`config.mk`:
```
export PLATFORM = sky130hd
export DESIGN_NAME = vector_scalar_alu
export DESIGN_NICKNAME = d
export VERILOG_FILES = /design/src/rtl/vector_scalar_alu.sv
export SDC_FILE = /design/constraint.sdc
export NUM_CORES = 1
export LEC_CHECK = 0
export BUFFER_PORTS_ARGS = -buffer_cell sky130_fd_sc_hd__buf_2
export CORE_MARGIN = 3
export CORE_UTILIZATION = 60
export CTS_CLUSTER_DIAMETER = 100
export CTS_CLUSTER_SIZE = 40
export DETAILED_ROUTE_END_ITERATION = 8
export PLACE_DENSITY = 0.77
export SYNTH_ARGS = -nofsm -noshare
export SYNTH_HDL_FRONTEND = slang
export SYNTH_SLANG_ARGS = --single-unit
export TNS_END_PERCENT = 20
```
`constraint.sdc`:
```
create_clock -name clk -period 8.4 [get_ports clk]
set_input_delay 0.84 -clock clk [delete_from_list [all_inputs] [get_ports clk]]
set_output_delay 0.84 -clock clk [all_outputs]
set_load 0.01 [all_outputs]
```
`src/rtl/vector_scalar_alu.sv`:
```
// rtl/vector_scalar_alu.sv - element-wise signed saturating vector-scalar ALU, 2-stage pipeline
module vector_scalar_alu #(
    parameter int DATA_WIDTH  = 16,
    parameter int FRAC_BITS   = 8,
    parameter int VECTOR_SIZE = 6272
) (
    input  logic                  clk,
    input  logic                  rst_n,
    input  logic [DATA_WIDTH-1:0] in_data,
    input  logic                  in_valid,
    output logic                  in_ready,
    input  logic [2:0]            op,
    input  logic [DATA_WIDTH-1:0] scalar,
    output logic [DATA_WIDTH-1:0] out_data,
    output logic                  out_valid,
    input  logic                  out_ready,
    output logic                  out_last,
    output logic                  busy
);
    localparam int W     = DATA_WIDTH;
    localparam int WIDE  = 2 * W + 1;
    localparam int IDX_W = (VECTOR_SIZE > 1) ? $clog2(VECTOR_SIZE) : 1;

    localparam logic signed [WIDE-1:0] SAT_MAX = {{(W + 2){1'b0}}, {(W - 1){1'b1}}};
    localparam logic signed [WIDE-1:0] SAT_MIN = {{(W + 2){1'b1}}, {(W - 1){1'b0}}};
    localparam logic signed [WIDE-1:0] MUL_RND = WIDE'(1) <<< (FRAC_BITS - 1);

    typedef enum logic [2:0] {
        OP_PASS = 3'd0,
        OP_ADD  = 3'd1,
        OP_SUB  = 3'd2,
        OP_MUL  = 3'd3,
        OP_RELU = 3'd4,
        OP_MAX  = 3'd5,
        OP_MIN  = 3'd6,
        OP_ABS  = 3'd7
    } op_e;

    logic [IDX_W-1:0]       elem_idx;
    op_e                    op_q;
    logic [W-1:0]           scalar_q;
    logic                   adv, accept, first_elem, last_elem;
    op_e                    cur_op;
    logic [W-1:0]           cur_scalar;
    logic signed [WIDE-1:0] a_w, s_w, prod, raw_d;
    logic                   s1_valid, s1_last;
    logic signed [WIDE-1:0] s1_raw;
    logic [W-1:0]           sat_d;

    assign adv        = !out_valid || out_ready;
    assign in_ready   = adv;
    assign accept     = in_valid && adv;
    assign first_elem = (elem_idx == '0);
    assign last_elem  = (elem_idx == IDX_W'(VECTOR_SIZE - 1));
    assign busy       = s1_valid || out_valid;

    // Element 0 must already see the op/scalar presented alongside it.
    assign cur_op     = first_elem ? op_e'(op) : op_q;
    assign cur_scalar = first_elem ? scalar : scalar_q;

    assign a_w  = WIDE'($signed(in_data));
    assign s_w  = WIDE'($signed(cur_scalar));
    assign prod = a_w * s_w;

    always_comb begin
        raw_d = a_w;
        case (cur_op)
            OP_PASS: raw_d = a_w;
            OP_ADD:  raw_d = a_w + s_w;
            OP_SUB:  raw_d = a_w - s_w;
            OP_MUL:  raw_d = (prod + MUL_RND) >>> FRAC_BITS;
            OP_RELU: raw_d = (a_w < 0) ? '0 : a_w;
            OP_MAX:  raw_d = (a_w > s_w) ? a_w : s_w;
            OP_MIN:  raw_d = (a_w < s_w) ? a_w : s_w;
            OP_ABS:  raw_d = (a_w < 0) ? -a_w : a_w;
            default: raw_d = a_w;
        endcase
    end

    always_comb begin
        sat_d = s1_raw[W-1:0];
        if (s1_raw > SAT_MAX)
            sat_d = SAT_MAX[W-1:0];
        else if (s1_raw < SAT_MIN)
            sat_d = SAT_MIN[W-1:0];
    end

    always_ff @(posedge clk or negedge rst_n) begin
        if (!rst_n) begin
            elem_idx <= '0;
            op_q     <= OP_PASS;
            scalar_q <= '0;
        end else if (accept) begin
            elem_idx <= last_elem ? '0 : elem_idx + IDX_W'(1);
            if (first_elem) begin
                op_q     <= op_e'(op);
                scalar_q <= scalar;
            end
        end
    end

    // Both stages shift together whenever the output slot is free or draining.
    always_ff @(posedge clk or negedge rst_n) begin
        if (!rst_n) begin
            s1_valid  <= 1'b0;
            s1_last   <= 1'b0;
            s1_raw    <= '0;
            out_valid <= 1'b0;
            out_last  <= 1'b0;
            out_data  <= '0;
        end else if (adv) begin
            s1_valid  <= accept;
            if (accept) begin
                s1_raw  <= raw_d;
                s1_last <= last_elem;
            end
            out_valid <= s1_valid;
            out_last  <= s1_valid && s1_last;
            if (s1_valid)
                out_data <= sat_d;
        end
    end
endmodule

```
==> summary.txt <==
Outcome
  – Status: completed

Routing
  – Routed wire length: 52840 um
  – Wire per inst: 21.87 um
  – Initial DRC count: 1545
  – Final routed DRC violation total: 0
  – Via count: 14860
  – Antenna Violating Nets Remaining: 0
  – Vias/cell: 6.149
  – Drt pass-1 iters: 5

GRT
  – GRT Total Usage: 35.52%
  – Total congestion overflow: 0
  – Via count of the first global-routing pass: 15780
  – First-pass GRT wire length: 85010 um
  – Initial antenna violation count: 2
  – Largest net degree at the start of global routing: 77

Worst setup path
  – CP Launch Type: flip-flop
  – Reg2reg setup slack: 0.34 ns
  – Critical path type: flip-flop to flip-flop
  – Slowest stage cell, crit path: fa_1
  – Reg-to-Reg Start: elem_idx[0]$_DFFE_PN0P_
  – Crit-path most repeated cell: fa_1
  – CP required: 8.67 ns
  – Reg2Reg Depth: 27
  – Delay of the slowest critical-path stage: 0.56 ns
  – WP data arrival: 8.33 ns
  – Crit-path max FO: 19
  – Crit. End Element: flip-flop
  – Worst r2r dst: s1_raw[19]$_DFFE_PN0P_

Die
  – Initial Utilization: 61.07%
  – Die area: 30490 um2
  – Row count: 61
  – Die span in x: 174.6 um
  – Die height: 174.6 um
  – I/O pin count: 59
  – CORE AREA: 27930 um2

Synthesis
  – Sequential fraction of the synthesis area: 12.47%
  – Top_reg_cell synth: dfrtp_1
  – Yosys warns: 0
  – Synth Instances: 2022
  – Synth unique cells: 89
  – FFs w/ async S/R, synth: 100.0%
  – Syn avg cell area: 8.437 um2
  – Number of synthesized flops with an enable pin: 0
  – FF+latch count, synth: 85
  – Syn nets: 2448
  – Mapped Area: 17060 um2

Layout
  – FILL cells: 2440
  – Share of cells above drive strength 1: 7.605%
  – Ant diodes: 0
  – Commonest non-fill, non-tap cell in the layout: inv_1
  – Final std cells w/o fill: 2416
  – Post-Layout Inst Area: 18040 um2
  – Final Net Count: 2459
  – Area of the multi-input gates: 13230 um2
  – Seq. cell area: 2127 um2
  – Post-layout util: 64.59%
  – P&R area growth vs syn: 5.757%
  – Most frequent cells in the layout: inv_1, fa_1, nand2_1

STA
  – Period utilization: 95.99%
  – Min Tclk post-route: 8.063 ns
  – Max-slew violations: 0
  – Clock Skew: 0.009396 ns
  – Fmax achieved: 124.0 MHz
  – Max-slew headroom: 32.99%
  – Endpoints failing setup: 0
  – RSZ-0062 raised after global routing: yes
  – Final Hold Viols: 0
  – Setup ws final: 0.3366 ns
  – Slew of the pin with the lowest slew margin: 0.9772 ns

Clock tree
  – Root Buffer: clkbuf_16
  – Clock latency on the worst-skew pair: 0.34 ns
  – Reg clk slew, reported paths: 0.07 ns
  – CTS tree: yes
  – Sink Count: 85
  – Clock Path Buffers: 2
  – Number of buffers created by CTS: 9
  – H-tree levels: 3
  – Hold-fix buffers, CTS: 0

Place
  – PortBufs: 58
  – DP HPWL: 41060 um
  – Pre-CTS WS: 0.2325 ns
  – Gpl congestion: 1.031
  – Dpl cell area: 17700 um2
  – Dpl cells: 2400

Power
  – Leak: 0.008857 uW
  – Maximum VDD drop: 459.2 uV
  – Total power: 7697 uW
  – Power density over the cells: 426.6 nW/um2

Hold path
  – Hold Crit Class: input port to asynchronous set/reset pin

Flow run
  – Maxcap violations: 0
## metrics by stage
stage / setup TNS, ns / hold slack (ns)
after floorplan: 0 / 0.4460
after global placement: 0 / 0.4621
after detailed placement: 0 / 0.4695
after CTS: 0 / 0.4138
after global routing: -0.005141 / 0.4225
final: 0 / 0.4020
## worst max-delay path: cells and delay by family, from the launching register on
| family | cells | cell delay, ns |
|---|---|---|
| buf+inv | 5 | 0.78 |
| compound gates | 8 | 1.62 |
| fa+ha+maj | 8 | 3.53 |
| mux | 1 | 0.38 |
| simple gates | 5 | 1.28 |
| flops | 1 | 0.40 |
## cell families after synthesis
family	Yosys count	share of synthesized area, %
and+or+nand+nor	654	18.34
buffers and inverters	452	10.22
adders and majority gates	387	40.22
AOI/OAI and AO/OA	361	14.05
DFF	85	12.47
xor gates and xnor gates	55	2.824
muxes	28	1.878
## power by group
part	total (uW)	internal (uW)	switching (uW)
registers	558	492	65.7
logic	6720	2620	4100
clock network	420	236	184
## sequential cells by signal (all words and copies together), names as in the netlist
signal     flops
out_valid      1
s1_last        1
elem_idx      13
s1_valid       1
s1_raw        33
scalar_q      16
op_q           3
out_last       1
out_data      16
## cell type report
cell class / instances / share of cell area [%]
tap: 378 / 2.621
sequential: 85 / 11.79
clock buffer: 9 / 1.248
clock inverter: 7 / 0.4508
inverter: 357 / 7.427
timing repair buffer: 95 / 3.162
multi-input combinational: 1485 / 73.30
## repair_timing
item	CTS	global route
buffers inserted	0	0
gates resized for setup	0	6
endpoints found under the setup margin	0	24
## layer usage
metal | track usage (%) | vias up | routed length (um)
met1 | 46.16 | 7324 | 20280
met2 | 58.35 | 751 | 24830
met4 | 17.05 | 6 | 3144
met3 | 6.019 | 211 | 4561
li1 | - | 6563 | -
met5 | 0 | - | 30
## worst max path at each step
stage / startpoint / slack (ns) / endpoint
6_report: elem_idx[0]$_DFFE_PN0P_ / 0.34 / s1_raw[19]$_DFFE_PN0P_
5_1_grt: elem_idx[0]$_DFFE_PN0P_ / -0.005 / s1_raw[19]$_DFFE_PN0P_
4_1_cts: elem_idx[0]$_DFFE_PN0P_ / 0.20 / s1_raw[28]$_DFFE_PN0P_
3_5_place_dp: elem_idx[0]$_DFFE_PN0P_ / 0.23 / s1_raw[28]$_DFFE_PN0P_
3_3_place_gp: elem_idx[0]$_DFFE_PN0P_ / 0.42 / s1_raw[19]$_DFFE_PN0P_
2_1_floorplan: elem_idx[0]$_DFFE_PN0P_ / 0.71 / s1_raw[19]$_DFFE_PN0P_
## cells in the mapped netlist, types with 12 or more instances
cell type  count  area [um2]
a211oi_1      15       112.6
nor3_1        25       125.1
xor2_1        21       183.9
dfrtp_1       85        2127
o21a_1        14       105.1
nor4_1        13       81.33
nand3_1       29       145.1
o21ai_0       92       460.4
inv_1        355        1333
nand2b_1      16       100.1
a21o_1        19       142.6
o31ai_1       17       127.6
xnor2_1       34       297.8
clkbuf_1      77       289.0
fa_1         269        5385
a31oi_1       12       75.07
nand4_1       15       93.84
o211ai_1      18       135.1
ha_1         118        1476
and2_1        88       550.5
nor2_1       133       499.2
o221ai_1      14       122.6
nor2b_1       18       112.6
nand2_1      260       975.9
or3_1         15       93.84
a21oi_1       75       375.4
Power figures use the tool's default switching activity.
